==> config.mk <==
export PLATFORM = sky130hd
export DESIGN_NAME = ram_arbiter
export DESIGN_NICKNAME = d
export VERILOG_FILES = /design/src/rtl/ram_arbiter.sv
export SDC_FILE = /design/constraint.sdc
export NUM_CORES = 1
export LEC_CHECK = 0
export ABC_CLOCK_PERIOD_IN_PS = 2300
export CORE_ASPECT_RATIO = 0.6
export CORE_MARGIN = 3
export CORE_UTILIZATION = 32
export CTS_CLUSTER_DIAMETER = 80
export DETAILED_ROUTE_END_ITERATION = 16
export GPL_ROUTABILITY_DRIVEN = 1
export HOLD_SLACK_MARGIN = 0.1
export PLACE_DENSITY = 0.83
export SETUP_SLACK_MARGIN = 0.4
export SYNTH_ARGS = -nofsm -noshare
export SYNTH_HDL_FRONTEND = slang
export SYNTH_SLANG_ARGS = --single-unit
==> constraint.sdc <==
create_clock -name CLK -period 2.3 [get_ports CLK]
set_input_delay 0.46 -clock CLK [delete_from_list [all_inputs] [get_ports CLK]]
set_output_delay 0.46 -clock CLK [all_outputs]
set_load 0.02 [all_outputs]
==> src/rtl/ram_arbiter.sv <==
// Arbiter that shares one single-ported RAM between instruction fetch and data access.
// It also holds the LL/SC link register, so store-conditional success is decided here.
module ram_arbiter #(
  parameter int ADDR_W = 32,
  parameter int DATA_W = 32
) (
  input  logic              CLK,
  input  logic              nRST,
  input  logic              iREN,
  input  logic [ADDR_W-1:0] iaddr,
  output logic              iwait,
  output logic [DATA_W-1:0] iload,
  input  logic              dREN,
  input  logic              dWEN,
  input  logic              datomic,
  input  logic [ADDR_W-1:0] daddr,
  input  logic [DATA_W-1:0] dstore,
  output logic              dwait,
  output logic [DATA_W-1:0] dload,
  output logic              ramREN,
  output logic              ramWEN,
  output logic [ADDR_W-1:0] ramaddr,
  output logic [DATA_W-1:0] ramstore,
  input  logic [DATA_W-1:0] ramload,
  input  logic              ram_ready
);

  typedef enum logic [1:0] {IDLE, IACC, DACC, SCFAIL} state_t;

  state_t            r_state;
  state_t            w_state_next;
  logic              r_last_data;
  logic              r_link_valid;
  logic [ADDR_W-3:0] r_link_addr;

  logic              w_dreq;
  logic              w_sc;
  logic              w_ll;
  logic              w_sc_ok;
  logic [ADDR_W-3:0] w_dword;
  logic              w_unused;

  assign w_dreq   = dREN | dWEN;
  assign w_sc     = dWEN & datomic;
  assign w_ll     = dREN & ~dWEN & datomic;
  assign w_dword  = daddr[ADDR_W-1:2];
  assign w_sc_ok  = r_link_valid && (r_link_addr == w_dword);
  assign w_unused = ^{iaddr[1:0], daddr[1:0]};

  always_comb begin
    w_state_next = r_state;
    iwait        = iREN;
    dwait        = w_dreq;
    iload        = '0;
    dload        = '0;
    ramREN       = 1'b0;
    ramWEN       = 1'b0;
    ramaddr      = '0;
    ramstore     = '0;
    case (r_state)
      IDLE: begin
        // Data wins a tie unless it had the previous grant.
        if (w_dreq && (!iREN || !r_last_data))
          w_state_next = (w_sc && !w_sc_ok) ? SCFAIL : DACC;
        else if (iREN)
          w_state_next = IACC;
      end
      IACC: begin
        ramREN  = 1'b1;
        ramaddr = {iaddr[ADDR_W-1:2], 2'b00};
        if (ram_ready) begin
          iwait        = 1'b0;
          iload        = ramload;
          w_state_next = IDLE;
        end
      end
      DACC: begin
        ramREN   = dREN & ~dWEN;
        ramWEN   = dWEN;
        ramaddr  = {daddr[ADDR_W-1:2], 2'b00};
        ramstore = dstore;
        if (ram_ready) begin
          dwait        = 1'b0;
          dload        = w_sc ? {{(DATA_W-1){1'b0}}, 1'b1} : (dWEN ? '0 : ramload);
          w_state_next = IDLE;
        end
      end
      SCFAIL: begin
        dwait        = 1'b0;
        w_state_next = IDLE;
      end
      default: w_state_next = IDLE;
    endcase
  end

  always_ff @(posedge CLK or negedge nRST) begin
    if (!nRST) begin
      r_state      <= IDLE;
      r_last_data  <= 1'b0;
      r_link_valid <= 1'b0;
      r_link_addr  <= '0;
    end else begin
      r_state <= w_state_next;
      if (r_state == IDLE && w_state_next != IDLE)
        r_last_data <= (w_state_next != IACC);
      if (r_state == SCFAIL) begin
        r_link_valid <= 1'b0;
      end else if (r_state == DACC && ram_ready) begin
        // Any SC, or any store hitting the linked word, breaks the link.
        if (dWEN) begin
          if (datomic || r_link_addr == w_dword)
            r_link_valid <= 1'b0;
        end else if (w_ll) begin
          r_link_valid <= 1'b1;
          r_link_addr  <= w_dword;
        end
      end
    end
  end

endmodule
==> metrics, run 1 <==
clock sinks 34; Compound-Gate Fraction of Synth Area 11.2%; CP Class flip-flop to primary output; area share of fa/ha/maj cells after synthesis 1.71%; die width 130 microns; H-tree levels 2; Fin Setup TNS 0 ns; crit share post-route 96.3%; Ports 267; Leak Pwr 3.19 nW; clk root buf clkbuf_16; CTS clk-pin slew, worst paths 0.06 ns; Place WS -0.302 ns; via count 3690; Synth Cell Area 2930 sq um; final hold vios 0; peak supply drop 0.455 mV; crit end category primary output; Top cell by count, worst path buf_4; clk_lat worst skew 0.28 ns; asr flop ratio synth 100%; Starting Density 33.7%; simple logic cell fraction of the synthesized area 32.2%; Max Cap Viol 0; worst setup margin 0.0841 ns; Hold Path Class primary input to flip-flop; antenna diode count 0; mux contribution to synthesized area 11.9%; total power 6.10 mW; Die Span Y 80.2 microns; R2R cell count 6; wirelength, routed 14.3 mm; CP delay by family, top buffers and inverters; Tot GR Track Use 24.4%; #FFs+latches synth 34; Die Area 10400 sq um; Syn Area/Cell 8.84 sq um; clock skew 0.00443 ns; Synth area leader dfrtp_1; nets@finish 761; Crit Path Max Fanout 8; initial antenna violation count 1; run status completed; via density per instance 5.02; ranking of synthesized cells by area dfrtp_1 (29%), and2_1 (14%), mux2_2 (12%), a22oi_1 (7.7%), and3_1 (6.8%); Worst EP arrival 1.76 ns; warnings from Yosys 0; largest net degree at the start of global routing 42; Synth top area share 29.0%; Pwr Density 922 nW/um^2; global-route wire length before repair 20.0 mm; residual DRC count 0; Finished Cell Area 6620 sq um; XOR/XNOR share of the synthesized area 8.96%; critical path depth 8; largest family of logic cells by synthesized area simple AND/OR/NAND/NOR gates; First DRT Iteration DRCs 83; slowest stage cell, crit path dfrtp_1; critical path, cell by cell inv_2, ha_4, nand2_4, nor2_4, buf_4, buf_12, and2_2, buf_4; total CTS buffers 5; CP startpoint kind flip-flop; Post-synth EDFFs 0; layout cells sized above 1 56.0%; hold depth 2; detailed-route wire length per cell 19.5 microns; Detailed Place HPWL 9.74 mm; critical path buffer and inverter count 4; Setup violations, final 0; core area 8720 sq um; # fillers 584; sequential-to-total area share from yosys stat 29.0%; main flop type after synthesis dfrtp_1; area of placed instances 6030 sq um; RSZ-0062 raised after global routing true; WP data required 1.84 ns; Final ANT Viol Nets 0; Core Rows 26; Area Growth Syn to Fin 126%; delay of the slowest critical-path stage 0.39 ns; I/O Buffers 260; Synth Instances 332; CTS tree yes; DRT Pass-1 Iters 4; vias in the first global route 3851; Netlist cell types 35; Tmin final 2.22 ns; Max Root-Sink Buffers 2; f_max 451 MHz; total grt overflow 0; final count of pins violating max slew 0; gpl congestion 0.929
-- sequential cells by signal, summed over array words and instances, names as in the netlist --
name          count
r_last_data       1
r_link_addr      30
r_link_valid      1
r_state           2
-- layout by cell type (no fill, tap or decap), types with 8 or more instances in the layout --
master             n
clkdlybuf4s15_2   13
mux2_2            30
buf_4             48
buf_2              9
xor2_1            10
and2_4            42
buf_6             57
dfrtp_1           33
clkbuf_16          8
and2_2            21
dlymetal6s2s_1    18
clkdlybuf4s50_1  110
clkbuf_2          39
a22oi_2           17
and3_1            32
nor2b_2           27
xnor2_1           18
a22oi_1           13
-- cells in the mapped netlist (3+ instances only) --
master and count:
a22oi_1 30, and2_1 64, and3_1 32, buf_2 5
clkbuf_1 24, dfrtp_1 34, ha_1 4, inv_1 4
mux2_2 30, nand2_1 4, nand2b_1 3, nand4_1 7
nor2_1 5, nor2b_1 31, nor4_1 3, xnor2_1 20
xor2_1 10
-- per-stage QoR --
step	utilization, %	hold slack, ns	instances
after floorplan	-	0.164	333
after global placement	69.1	0.507	707
after detailed placement	69.1	0.515	707
after CTS	73.9	0.527	725
after global routing	75.9	0.533	735
final	75.9	0.521	735
-- area by class of cell --
type | instances | area (sq um) | share of cell area (%)
clock buffer | 6 | 139 | 2.10
clock inverter | 2 | 12.5 | 0.189
inverter | 4 | 15.0 | 0.227
multi-input combinational | 264 | 2350 | 35.5
sequential | 34 | 852 | 12.9
tap | 112 | 140 | 2.12
timing repair buffer | 313 | 3110 | 47.0
-- layer usage --
layer  up-vias  global-route usage (%)  share of wire (%)
met5         -                       0              0.084
met4         2                    6.33                1.8
met3        23                    4.98                6.0
met2       148                    43.2                 50
met1      1787                    30.3                 42
li1       1730                       -                  -
-- worst reg2reg max path, cell delays in order, from the launching register on --
cell and delay [ns]:
dfrtp_2 0.43, buf_4 0.15, ha_1 0.22, nor3b_2 0.16, nand4_1 0.16, buf_12 0.22
mux2_2 0.30
-- worst paths after layout --
path	startpoint	to	slack, ns
hold / removal	daddr[24]	r_link_addr[22]$_DFFE_PN0P_	0.52
setup reg to reg	r_state[1]$_DFF_PN0_	r_link_addr[23]$_DFFE_PN0P_	0.53
min in group asynchronous	nRST	r_link_addr[27]$_DFFE_PN0P_	0.60
max in group asynchronous	nRST	r_state[1]$_DFF_PN0_	1.37
setup / recovery	r_state[0]$_DFF_PN0_	dload[14]	0.08
hold reg to reg	r_link_addr[2]$_DFFE_PN0P_	r_link_addr[2]$_DFFE_PN0P_	0.53
-- where the power goes --
group | leakage [nW] | total (mW) | internal, mW | switching [mW]
Clock | 0.0729 | 0.680 | 0.428 | 0.252
Combinational | 2.69 | 4.31 | 2.34 | 1.97
Sequential | 0.429 | 1.10 | 0.889 | 0.214
Total | 3.19 | 6.10 | 3.66 | 2.44
-- logic make-up after synthesis --
family,count (synthesis)
AO/OA/AOI/OAI,43
XOR/XNOR,30
adder cells (fa/ha/maj),4
buffers and inverters,35
flip-flops,34
multiplexers,31
other,1
AND/OR/NAND/NOR,154
-- repair_timing --
action | 4_1_cts | 5_1_grt
hold buffers | 0 | 0
pin swaps | 3 | 29
cloned | 5 | 3
gates resized for setup | 467 | 244
endpoints found under the setup margin | 132 | 158
buffers inserted | 5 | 7
No activity file was read; power rests on OpenSTA's default activity.
==> run 2: changes to the inputs <==
--- a/config.mk
+++ b/config.mk
@@ -5,7 +5,7 @@
 export SDC_FILE = /design/constraint.sdc
 export NUM_CORES = 1
 export LEC_CHECK = 0
-export ABC_CLOCK_PERIOD_IN_PS = 2300
+export ABC_CLOCK_PERIOD_IN_PS = 2040
 export CORE_ASPECT_RATIO = 0.6
 export CORE_MARGIN = 3
 export CORE_UTILIZATION = 32
==> constraint.sdc (replaced) <==
create_clock -name CLK -period 2.04 [get_ports CLK]
set_input_delay 0.408 -clock CLK [delete_from_list [all_inputs] [get_ports CLK]]
set_output_delay 0.408 -clock CLK [all_outputs]
set_load 0.02 [all_outputs]
==> metrics, run 2 (synthesis gave the netlist of run 1 again) <==
clk_lat worst skew 0.28 ns; residual DRC count 0; Final Util 87.8%; Hold Path Class primary input to flip-flop; f_max 454 MHz; Starting Density 33.7%; Max Root-Sink Buffers 2; GRT busiest layer met2; Final ANT Viol Nets 0; detailed-route wire length per cell 25.2 microns; Leak Pwr 3.48 nW; clock sinks 34; GR Util met2 43.6%; Crit Path Max Fanout 3; vias in the first global route 3665; gpl congestion 0.854; met1 usage 28.8%; Core Rows 26; DRT Pass-1 Iters 4; peak supply drop 0.759 mV; Pwr Density 1110 nW/um^2; CP Class primary input to flip-flop; max FFs per register 30; Regs by FF count r_link_addr (30), r_state (2); commonest non-fill, non-tap cells in the layout buf_6 (115), clkdlybuf4s50_1 (112), buf_4 (63), and2_4 (57), dfrtp_1 (34); via density per instance 5.49; First DRT Iteration DRCs 221; clock skew 0.00425 ns; largest net degree at the start of global routing 39; met3 Use GR 7.64%; layout cells sized above 1 65.3%; run status finished with violations; total power 8.50 mW; total CTS buffers 5; initial antenna violation count 1; CTS clk-pin slew, worst paths 0.06 ns; Die Span Y 80.2 microns; reg-to-reg endpoint r_link_valid$_DFFE_PN0P_; Tot GR Track Use 24.4%; Ports 267; Reg2Reg Setup Slack -0.09 ns; nets@finish 786; I/O Buffers 260; worst setup margin -0.160 ns; wirelength, routed 19.2 mm; H-tree levels 2; CP Launch Point daddr[12]; Top reg by flops r_link_addr; most common cell after layout, fill and taps aside buf_6; Worst EP arrival 2.36 ns; Area Growth Syn to Fin 161%; Die Area 10400 sq um; R2R cell count 6; Detailed Place HPWL 10.2 mm; r2r startpoint r_link_addr[10]$_DFFE_PN0P_; final hold vios 0; crit share post-route 108%; clk root buf clkbuf_16; die width 130 microns; CP startpoint kind primary input; global-route wire length before repair 19.9 mm; via count 4178; total grt overflow 0; core area 8720 sq um; failing checks setup timing; Tmin final 2.20 ns; crit end category flip-flop; final count of pins violating max slew 0; CTS tree yes; Setup violations, final 127; WP data required 2.20 ns; RSZ-0062 raised after global routing true; Worst Setup EP r_link_valid$_DFFE_PN0P_; Max Cap Viol 0
run 2: power by group:
group          internal [mW]  switching, mW
sequential             0.999          0.310
combinational           3.42           2.75
clock                  0.702          0.312
run 2: cell type report:
cell class / count / area (sq um)
Timing Repair Buffer: 338 / 3730
Multi-Input combinational cell: 264 / 2730
Fill cell: 338 / 1060
Sequential cell: 34 / 851
Tap cell: 112 / 140
Clock buffer: 5 / 125
Clock inverter: 3 / 68.8
Inverter: 4 / 15.0
Antenna cell: 1 / 2.50
run 2: worst min-delay path by stage:
stage / start / cells after the start / to
CTS: r_link_addr[0]$_DFFE_PN0P_ / 1 / r_link_addr[0]$_DFFE_PN0P_
floorplan: nRST / 0 / r_last_data$_DFFE_PN0P_
global placement: r_link_addr[0]$_DFFE_PN0P_ / 1 / r_link_addr[0]$_DFFE_PN0P_
global route: daddr[22] / 2 / r_link_addr[20]$_DFFE_PN0P_
finish: daddr[22] / 2 / r_link_addr[20]$_DFFE_PN0P_
detailed placement: r_link_addr[28]$_DFFE_PN0P_ / 1 / r_link_addr[28]$_DFFE_PN0P_
run 2: stage by stage:
step | cells | cell area [sq um] | hold slack (ns) | TNS [ns] | worst slack [ns]
6_report | 761 | 7660 | 0.497 | -9.99 | -0.160
5_1_grt | 761 | 7660 | 0.488 | -12.52 | -0.191
4_1_cts | 727 | 6520 | 0.528 | -3.29 | -0.0828
3_5_place_dp | 714 | 6160 | 0.515 | -46.04 | -0.501
3_3_place_gp | 714 | 6160 | 0.507 | -40.38 | -0.447
2_1_floorplan | 333 | 3280 | 0.112 | 0 | 0.322
run 2: timing repair:
action                     in CTS  in global routing
gates cloned                    2                 14
resized for setup             516                398
pin swaps                       5                 40
hold buffers                    0                  0
buffers inserted                3                 19
setup endpoints to repair     164                163
run 2: critical path, stage by stage:
cell,delay [ns]
dlygate4sd2_1,0.32
xnor2_2,0.25
nand4_1,0.19
nor4_2,0.42
buf_4,0.19
nand4_1,0.21
o311a_1,0.38
run 2: routing by layer:
| metal | up-vias | routed length [microns] |
|---|---|---|
| li1 | 1784 | - |
| met1 | 2044 | 7030 |
| met2 | 282 | 9490 |
| met3 | 68 | 1760 |
| met4 | 0 | 883 |
| met5 | - | 0 |
==> run 3: changes to the inputs <==
--- a/config.mk
+++ b/config.mk
@@ -6,14 +6,13 @@
 export NUM_CORES = 1
 export LEC_CHECK = 0
 export ABC_CLOCK_PERIOD_IN_PS = 2040
-export CORE_ASPECT_RATIO = 0.6
-export CORE_MARGIN = 3
-export CORE_UTILIZATION = 32
+export CORE_AREA = 3 3 103 105
 export CTS_CLUSTER_DIAMETER = 80
 export DETAILED_ROUTE_END_ITERATION = 16
+export DIE_AREA = 0 0 106 108
+export DONT_BUFFER_PORTS = 1
 export GPL_ROUTABILITY_DRIVEN = 1
 export HOLD_SLACK_MARGIN = 0.1
-export PLACE_DENSITY = 0.83
 export SETUP_SLACK_MARGIN = 0.4
 export SYNTH_ARGS = -nofsm -noshare
 export SYNTH_HDL_FRONTEND = slang
==> metrics, run 3 (synthesis gave the netlist of run 1 again) <==
Ports 267; detailed-route wire length per cell 22.6 microns; Worst EP arrival 1.58 ns; total CTS buffers 5; Die Area 11400 sq um; Crit Path Max Fanout 21; H-tree levels 2; final count of pins violating max slew 0; vias in the first global route 2563; gpl congestion 0.759; layout cells sized above 1 68.2%; WP data required 1.63 ns; Leak Pwr 1.72 nW; global-route wire length before repair 14.4 mm; via density per instance 5.45; via count 2576; clock sinks 34; nets@finish 479; Tot GR Track Use 16.1%; Hold Path Class primary input to flip-flop; crit end category primary output; Starting Density 30.2%; area of placed instances 3370 sq um; Max Root-Sink Buffers 2; max FFs per register 30; Tmin final 1.98 ns; largest net degree at the start of global routing 47; residual DRC count 0; I/O Buffers 0; run status completed; wirelength, routed 10.7 mm; die width 106 microns; clk root buf clkbuf_8; Finished Cell Area 4240 sq um; total grt overflow 0; # fillers 924; crit share post-route 97.3%; Detailed Place HPWL 7.34 mm; commonest non-fill, non-tap cells in the layout and2_4 (62), dfrtp_1 (34), and3_4 (32), mux2_2 (30), nor2b_4 (25); most common cell after layout, fill and taps aside and2_4; clk_lat worst skew 0.28 ns; hold_ws 0.276 ns; Area Growth Syn to Fin 44.4%; core area 9730 sq um; Setup violations, final 0; Max Cap Viol 0; total power 5.50 mW; RSZ-0062 raised after global routing true; Final ANT Viol Nets 0; CP startpoint kind flip-flop; peak supply drop 0.714 mV; First DRT Iteration DRCs 88; final hold vios 0; antenna diode count 0; CP Class flip-flop to primary output; CTS tree yes; Final Util 43.5%; CTS clk-pin slew, worst paths 0.07 ns; Die Span Y 108 microns; Reg2Reg Setup Slack 0.18 ns; Core Rows 36; Pwr Density 1300 nW/um^2; initial antenna violation count 0; Regs by FF count r_link_addr (30), r_state (2); DRT Pass-1 Iters 4; clock skew 0.00990 ns; Top reg by flops r_link_addr; f_max 504 MHz
## run 3: cell count changes in the layout (fill, tap and decap cells not counted), sizes merged
cell	delta
diode	-1
clkbuf	-7
dlygate4sd2	-5
bufinv	-2
clkinv	-1
dlymetal6s2s	-13
buf	-170
dlygate4sd3	+1
clkinvlp	+1
clkdlybuf4s50	-112
## run 3: worst paths after layout
check / startpoint / endpoint / cells past startpoint
worst max-delay path: r_state[1]$_DFF_PN0_ / ramaddr[12] / 5
worst min-delay path: daddr[3] / r_link_addr[1]$_DFFE_PN0P_ / 1
worst max register to register: r_state[0]$_DFF_PN0_ / r_link_addr[26]$_DFFE_PN0P_ / 8
worst min register to register: r_link_addr[20]$_DFFE_PN0P_ / r_link_addr[20]$_DFFE_PN0P_ / 1
max in group asynchronous: nRST / r_last_data$_DFFE_PN0P_ / 2
min in group asynchronous: nRST / r_link_addr[3]$_DFFE_PN0P_ / 2
## run 3: cell type report
class                   count  area, sq um  share of cell area [%]
flip-flops and latches     34          851                    20.1
multi-input cells         264         2680                    63.3
well taps                 133          166                    3.93
clock buffers               6         72.6                    1.71
repair buffers             31          440                    10.4
inverters                   4         15.0                   0.354
clock inverters             1         7.51                   0.177
## run 3: routing by layer
metal | global-route usage, % | vias up | part of all wire [%]
met4 | 4.44 | 0 | 0.91
li1 | - | 1155 | -
met2 | 30.7 | 155 | 54
met1 | 17.2 | 1260 | 37
met3 | 4.84 | 6 | 8.9
met5 | 0 | - | 0
## run 3: what timing repair did
action / in CTS / in global routing
endpoints found under the hold margin: 34 / 0
gates cloned: 3 / 5
pin swaps: 3 / 9
buffers inserted: 4 / 3
endpoints found under the setup margin: 162 / 162
gates resized for setup: 105 / 48
hold buffers: 2 / 0
## run 3: through the flow
step / setup slack [ns] / TNS, ns / std cells
global placement: 0.0979 / 0 / 449
floorplan: 0.322 / 0 / 333
finish: 0.0555 / 0 / 473
global route: -0.0196 / -0.458 / 473
CTS: 0.0295 / 0 / 465
detailed placement: 0.141 / 0 / 449
## run 3: worst max-delay path, cell delays in order, from the launching register on
cell     delay, ns
dfrtp_1       0.40
buf_4         0.16
ha_4          0.19
buf_8         0.17
a22oi_1       0.28
nor2b_4       0.10
## run 3: power by group
part / total [mW] / switching, mW / internal, mW
Clock: 0.468 / 0.234 / 0.234
Combinational: 3.80 / 1.88 / 1.92
Sequential: 1.23 / 0.234 / 0.998
